$ cat src/rtl/fwd_hazard_unit.sv
`default_nettype none
// ============================================================================
// Module   : fwd_hazard_unit
// Brief    : Operand forwarding selects and load-use / taken-branch hazard
//            control for a 5-stage pipeline, with saturating event counters.
// Revision : 1.0
// ============================================================================
module fwd_hazard_unit #(
    parameter int REG_ADDR_W = 5,
    parameter int CNT_W      = 32
) (
    input  logic                  clk,
    input  logic                  rst_n,
    input  logic                  id_valid,
    input  logic [REG_ADDR_W-1:0] id_rs1,
    input  logic [REG_ADDR_W-1:0] id_rs2,
    input  logic [REG_ADDR_W-1:0] id_rd,
    input  logic                  id_regwrite,
    input  logic [1:0]            id_result_src,
    input  logic                  ex_branch_taken,
    output logic [2:0]            fwd_sel_a,
    output logic [2:0]            fwd_sel_b,
    output logic                  stall_f,
    output logic                  stall_d,
    output logic                  flush_d,
    output logic                  flush_e,
    output logic [CNT_W-1:0]      stall_count,
    output logic [CNT_W-1:0]      flush_count
);

    localparam logic [1:0] c_RS_ALU  = 2'b00;
    localparam logic [1:0] c_RS_LOAD = 2'b01;
    localparam logic [1:0] c_RS_PC4  = 2'b10;

    localparam logic [2:0] c_SEL_RF  = 3'd0;
    localparam logic [2:0] c_SEL_WB  = 3'd1;
    localparam logic [2:0] c_SEL_MEM = 3'd2;
    localparam logic [2:0] c_SEL_PC4 = 3'd3;

    localparam logic [REG_ADDR_W-1:0] c_X0 = '0;

    typedef struct packed {
        logic                  valid;
        logic [REG_ADDR_W-1:0] rs1;
        logic [REG_ADDR_W-1:0] rs2;
        logic [REG_ADDR_W-1:0] rd;
        logic                  regwrite;
        logic [1:0]            result_src;
    } e_stage_t;

    typedef struct packed {
        logic                  valid;
        logic [REG_ADDR_W-1:0] rd;
        logic                  regwrite;
        logic [1:0]            result_src;
    } m_stage_t;

    e_stage_t              r_e;
    m_stage_t              r_m;
    logic                  r_w_valid;
    logic [REG_ADDR_W-1:0] r_w_rd;
    logic                  r_w_regwrite;
    logic [CNT_W-1:0]      r_stall_count;
    logic [CNT_W-1:0]      r_flush_count;

    logic w_branch;
    logic w_lu;
    logic w_stall;
    logic w_flush_e;
    logic w_m_fwd_ok;
    logic w_w_fwd_ok;

    // Branch input is gated so flush_d reads 0 while reset is held.
    assign w_branch  = ex_branch_taken & rst_n;
    assign w_lu      = id_valid & r_e.valid & r_e.regwrite & (r_e.result_src == c_RS_LOAD) &
                       (r_e.rd != c_X0) & ((r_e.rd == id_rs1) | (r_e.rd == id_rs2));
    assign w_stall   = w_lu & ~w_branch;
    assign w_flush_e = w_lu | w_branch;

    assign w_m_fwd_ok = r_m.valid & r_m.regwrite & (r_m.rd != c_X0) & (r_m.result_src != c_RS_LOAD);
    assign w_w_fwd_ok = r_w_valid & r_w_regwrite & (r_w_rd != c_X0);

    function automatic logic [2:0] sel_for(input logic [REG_ADDR_W-1:0] rs);
        logic [2:0] v_sel;
        v_sel = c_SEL_RF;
        if (r_e.valid) begin
            if (w_m_fwd_ok && (r_m.rd == rs))
                v_sel = (r_m.result_src == c_RS_PC4) ? c_SEL_PC4 : c_SEL_MEM;
            else if (w_w_fwd_ok && (r_w_rd == rs))
                v_sel = c_SEL_WB;
        end
        return v_sel;
    endfunction

    assign fwd_sel_a   = sel_for(r_e.rs1);
    assign fwd_sel_b   = sel_for(r_e.rs2);
    assign stall_f     = w_stall;
    assign stall_d     = w_stall;
    assign flush_d     = w_branch;
    assign flush_e     = w_flush_e;
    assign stall_count = r_stall_count;
    assign flush_count = r_flush_count;

    always_ff @(posedge clk or negedge rst_n) begin
        if (!rst_n) begin
            r_e           <= '0;
            r_m           <= '0;
            r_w_valid     <= 1'b0;
            r_w_rd        <= '0;
            r_w_regwrite  <= 1'b0;
            r_stall_count <= '0;
            r_flush_count <= '0;
        end else begin
            r_w_valid    <= r_m.valid;
            r_w_rd       <= r_m.rd;
            r_w_regwrite <= r_m.regwrite;
            r_m.valid      <= r_e.valid;
            r_m.rd         <= r_e.rd;
            r_m.regwrite   <= r_e.regwrite;
            r_m.result_src <= r_e.result_src;
            if (w_flush_e) begin
                r_e <= '0;
            end else begin
                r_e.valid      <= id_valid;
                r_e.rs1        <= id_rs1;
                r_e.rs2        <= id_rs2;
                r_e.rd         <= id_rd;
                r_e.regwrite   <= id_regwrite;
                r_e.result_src <= id_result_src;
            end
            if (w_stall && (r_stall_count != {CNT_W{1'b1}}))
                r_stall_count <= r_stall_count + CNT_W'(1);
            if (w_branch && (r_flush_count != {CNT_W{1'b1}}))
                r_flush_count <= r_flush_count + CNT_W'(1);
        end
    end

endmodule
`default_nettype wire

$ cat config.mk
export PLATFORM = sky130hd
export DESIGN_NAME = fwd_hazard_unit
export DESIGN_NICKNAME = d
export VERILOG_FILES = /design/src/rtl/fwd_hazard_unit.sv
export SDC_FILE = /design/constraint.sdc
export NUM_CORES = 1
export LEC_CHECK = 0
export ABC_CLOCK_PERIOD_IN_PS = 3500
export CORE_UTILIZATION = 57
export CTS_BUF_LIST = sky130_fd_sc_hd__clkbuf_8
export DETAILED_ROUTE_END_ITERATION = 12
export GPL_ROUTABILITY_DRIVEN = 1
export HOLD_SLACK_MARGIN = 0.03
export PLACE_DENSITY_LB_ADDON = 0.2
export SLEW_MARGIN = 20
export SYNTH_ARGS = -nofsm -noshare
export SYNTH_HDL_FRONTEND = slang
export SYNTH_SLANG_ARGS = --single-unit
$ cat constraint.sdc
create_clock -name clk -period 3.5 [get_ports clk]
set_input_delay 0.7 -clock clk [delete_from_list [all_inputs] [get_ports clk]]
set_output_delay 0.7 -clock clk [all_outputs]
set_load 0.05 [all_outputs]
=== Word-level counts from Yosys, hierarchy flattened ===
Index checks and enable logic that the tools add are counted.

* Bits in latches: 0
* Register bits: 99
* Word-level logic and storage cells: 60
* Output and inout port bits: 74
* Memory bits (writable): 0
* Input port bits: 22
* Memories: 0
* Memory bits (read-only): 0

* Reduce and logical (&&, ||, !) cells: 9
* $mul: 0
* Bitwise logic cells: 15
* Eq/ne operators: 11
* Shift-type cells: 0
* $add $sub $neg: 2
* Muxes and demuxes: 8
* Divide/modulo/power cells: 0
* Order comparisons: 0

{| class="wikitable"
|+ Operator list
! kind !! number
|-
| 32-bit by 1-bit adder with 32-bit output, second input constant || 2
|-
| 32-bit != test, second input constant || 2
|-
| 5-bit equality test || 6
|-
| 19-bit 2-to-1 mux || 1
|-
| 5-bit nonzero test || 3
|-
| 1-bit bitwise AND || 12
|-
| 1-bit logical AND || 6
|-
| 2-bit 2-to-1 mux || 3
|-
| 1-bit 2-to-1 mux || 3
|-
| 3-bit 2-to-1 mux || 1
|-
| 2-bit by 1-bit equality test with 1-bit output, second input constant || 1
|-
| 2-bit equality test, second input constant || 1
|-
| 2-bit by 1-bit != test with 1-bit output, second input constant || 1
|-
| 1-bit bitwise OR || 2
|-
| 1-bit NOT || 1
|}

=== Depth between registers and ports, before layout ===
* Depth after elaboration: 7
* Gate-level depth with buffers: 8
* Mapped depth without buffers: 7

=== Least setup slack after synthesis ===
OpenSTA, ideal clock, no wires.

* Kind: input port to output port
* Start: in id_rs2[1]
* End: out stall_f
* Arrival: 2.198 ns
* Buffers on the path: 2
* Setup slack: 0.602 ns
* Data required time: 2.800 ns
* Stages: 7
* Cell sequence: xor2_1 nor3_1 a22oi_1 or2_2 buf_4 inv_1 buf_4

* Word-level cells in the longest chain between the ends: 4

{| class="wikitable"
|+ RTL lines
! item !! line !! source
|-
| start: declaration || 16 || <nowiki>input logic [REG_ADDR_W-1:0] id_rs2,</nowiki>
|-
| 5-bit equality test || 76 || <nowiki>(r_e.rd != c_X0) & ((r_e.rd == id_rs1) | (r_e.rd == id_rs2));</nowiki>
|-
| 1-bit bitwise OR || 76 ||
|-
| 1-bit bitwise AND || 76 ||
|-
| 1-bit bitwise AND || 77 || <nowiki>assign w_stall = w_lu & ~w_branch;</nowiki>
|-
| end: declaration || 23 || <nowiki>output logic stall_f,</nowiki>
|}

Every way passes these cells.

=== Worst setup path in the final report ===
* Start: reg r_m[4] (netlist name)
* End: out fwd_sel_a[1]

* Word-level cells in the longest chain between the ends: 6
* Elaborated cells between the ends (all ways): 7
* Classes of those cells: eq/ne (1); mux (2); bitwise (2); reduce/logical (2)

{| class="wikitable"
|+ RTL lines
! item !! line !! source
|-
| start: declaration || 59 || <nowiki>m_stage_t r_m;</nowiki>
|-
| 5-bit nonzero test || 80 || <nowiki>assign w_m_fwd_ok = r_m.valid & r_m.regwrite & (r_m.rd != c_X0) & (r_m.result_src != c_RS_LOAD);</nowiki>
|-
| 1-bit bitwise AND (2 in a row) || 80 ||
|-
| 1-bit logical AND * || 87 || <nowiki>if (w_m_fwd_ok && (r_m.rd == rs))</nowiki>
|-
| 2-bit 2-to-1 mux * || 87 ||
|-
| 3-bit 2-to-1 mux * || 86 || <nowiki>if (r_e.valid) begin</nowiki>
|-
| end: declaration || 21 || <nowiki>output logic [2:0] fwd_sel_a,</nowiki>
|}

Mark *: on every way between the ends. The rest lies on a longest branch, timed or not.

==> run_results.csv <==
group,metric,value,unit
setup_path,arrival,2530,ps
timing,fmax,0.309,GHz
timing,worst_slack,267,ps
logic_synthesis,syn_avg_cell_area,11.3,um^2
hold_path,min_from,"r_e[0]$_DFF_PN0_",
logic_synthesis,yosys-top-cells-area,"dfrtp_1, xnor2_1, xor2_1",
logic_synthesis,yosysWarnings,0,
floorplan,die_h,91.0,um
setup_path,path_cells,"or4_1, o2111ai_1, nor4_1, and2_1, clkdlybuf4s50_1",
cts,numClockSinks,99,
cells_and_area,layout.nets,527,
power,comb_power_share,16.7,%
cells_and_area,final_cells,610,
global_route,grt_pass1_wl,15.8,mm
cts,clk_latency,360,ps
logic_synthesis,async_flop_share,100,%
cells_and_area,multi_input_area,1960,um^2
power,p_sw_share,29.7,%
route,drt-initial-drc-count,129,
logic_synthesis,ys.flop_type,"dfrtp_1",
logic_synthesis,synth_area,4520,um^2
place,finalWeightedCongestion,0.806,
timing,final_hold_viol_count,0,
route,vias,3262,
hold_path,whs_endpoint,"r_m[0]$_DFF_PN0_",
cts,clockBufferDepth,2,
cells_and_area,layout_common_cells,"dfrtp_1, clkdlybuf4s50_1, xnor2_1, xor2_1, nand2_1",
cells_and_area,drive_gt1_share,6.50,%
setup_path,timing.rr.start,"stall_count[10]$_DFFE_PN0P_",
floorplan,rows,32,
logic_synthesis,yosys.area.top_type,"dfrtp_1",
logic_synthesis,ys_seq_elements,99,
hold_path,holdPathStages,0,
setup_path,ff2ff_setup_slack,1170,ps
power,max-vdd-ir-drop,0.448,mV
cells_and_area,mostFrequentLayoutCell,"dfrtp_1",
place,detailedPlacementHpwl,6.91,mm
setup_path,critPathLaunchType,"flop",
floorplan,die-area,8280,um^2
setup_path,rr_endpoint,"stall_count[22]$_DFFE_PN0P_",
hold_path,hold_path_class,"flop to flop",
timing,tns,0,ps
timing,worst_pin_slew,771,ps
cells_and_area,seqCellArea,2480,um^2
place,dp_cells,594,
power,switching_power,687,uW
flow_run,drv_cap,0,
floorplan,initial_utilization,58.7,%
setup_path,crit_family,"simple AND/OR/NAND/NOR gates",
cts,cts_tree,"built",
logic_synthesis,synth_edf_count,0,
power,p_leak,0.00255,uW
route,routed_wirelength,9.36,mm
setup_path,endpoint_kind,"primary output",
setup_path,r2r_cells,6,
timing,relSlewSlack,48.6,%
logic_synthesis,synth.distinct_cells,41,
global_route,grt.total_usage,24.4,%
setup_path,critPathMaxStageDelay,690,ps
power,p_per_area,401,nW/um^2
timing,fin_crit,3230,ps
timing,fin_crit_sh,92.4,%
power,p_seq_share,55.4,%
route,drc,0,
timing,skew,13.5,ps
logic_synthesis,syn_inst,401,
status,status,"finished clean",
route,wl_per_cell,15.3,um
setup_path,critPathSlowestCell,"clkdlybuf4s50_1",
route,drtPass1Iterations,4,
global_route,gr-total-overflow,0,
cells_and_area,fill_cells,549,
timing,setup_viol,0,
setup_path,critPathKind,"flop to primary output",
cts,h-tree-depth,3,
timing,rsz0062_at_grt,"no",
timing,slew_violations,0,
cells_and_area,syn_to_final_growth,27.6,%
global_route,antenna_found_initial,0,
place,port_buffers,93,
power,p_int,1630,uW
cts,cts_buffers,9,
global_route,grt_pass1_vias,3267,
setup_path,cp_num_buf_inv,1,
place,dp_slack,351,ps
floorplan,die_w,91.0,um
logic_synthesis,synth-seq-area-share,54.9,%
floorplan,core-area,7690,um^2
route,ant_nets,0,
cts,path_clk_slew,90,ps
route,vias_per_cell,5.35,
global_route,grt_max_degree,64,
logic_synthesis,synth.top_cell.area_share,54.9,%
power,clkPwrFrac,27.9,%
setup_path,critPathRequiredTime,2800,ps
floorplan,ioPinCount,96,
cts,cts-root-buf,"clkbuf_8",
setup_path,worstPathMaxFanout,4,
cells_and_area,n_antenna_cell,0,
## synthesized netlist by cell type, drive strengths merged, types with 3 or more instances
library cell and n:
nand2 29, or3 4, dfrtp 99, nand2b 3, and4 6, and3 10, inv 8, nor3 11
xor2 40, and2 23, nand3 24, nor4b 3, nor2 21, mux2 3, xnor2 51, nand4 23
clkbuf 3, buf 6, nor4 14
## power groups by stage
| stage | logic, uW | clock network (uW) | registers [uW] |
|---|---|---|---|
| after CTS | 390 | 660 | 1280 |
| after detailed placement | 389 | 0 | 1300 |
| after global placement | 383 | 0 | 1300 |
| after floorplan | 115 | 0 | 1410 |
| final | 385 | 646 | 1280 |
| after global routing | 411 | 709 | 1290 |
## area by class of cell
cell class	instances	area share (%)
Sequential cell	99	43.0
Multi-Input combinational cell	286	34.0
Timing Repair Buffer	99	17.2
Clock buffer	10	2.39
Tap cell	102	2.21
Clock inverter	6	0.608
Inverter	8	0.521
## routing by layer
| layer | global-route usage (%) | up-vias | part of all wire (%) |
|---|---|---|---|
| li1 | - | 1584 | - |
| met1 | 31.6 | 1596 | 45 |
| met2 | 41.0 | 67 | 50 |
| met3 | 4.61 | 15 | 4.0 |
| met4 | 9.39 | 0 | 1.6 |
| met5 | 0 | - | 0 |
## how the worst max path moves through the flow
stage,start,end,slack (ps),cells past startpoint
2_1_floorplan,id_rs2[1],stall_f,600,7
3_3_place_gp,id_rs2[1],stall_d,370,7
3_5_place_dp,id_rs2[0],stall_d,350,7
4_1_cts,r_m[4]$_DFF_PN0_,fwd_sel_b[0],20,6
5_1_grt,r_m[4]$_DFF_PN0_,fwd_sel_b[1],140,5
6_report,r_m[4]$_DFF_PN0_,fwd_sel_a[1],270,5
## per-stage QoR
| step | cell area (um^2) | total power [uW] | hold slack [ps] | util [%] |
|---|---|---|---|---|
| floorplan | 4520 | 1530 | 347 | - |
| global placement | 5580 | 1680 | 356 | 72.6 |
| detailed placement | 5580 | 1690 | 361 | 72.6 |
| CTS | 5760 | 2330 | 381 | 74.9 |
| global route | 5760 | 2410 | 395 | 75.0 |
| finish | 5760 | 2310 | 379 | 75.0 |
## registers in the layout, summed over array words and instances (netlist names)
name and count:
flush_count 32, r_w_valid 1, r_m 9, stall_count 32, r_w_rd 5, r_e 19
r_w_regwrite 1
## what timing repair did
action	in CTS	in global routing
buffers inserted	0	0
hold buffers	0	0
setup endpoints to repair	0	2
hold endpoints to repair	0	0
resized for setup	0	2
## cells by family (layout without fill, tap and decap cells)
kind of cell,Yosys count,in the layout,share of synthesized area (%)
adders and majority gates,2,2,0.554
xor gates and xnor gates,91,91,17.7
DFF,99,99,54.9
muxes,5,5,1.19
other,1,2,0.0830
and+or+nand+nor,179,179,22.6
buffers and inverters,17,123,1.80
AOI/OAI and AO/OA,7,7,1.27
Note: power is estimated with default switching activity, not from simulation.
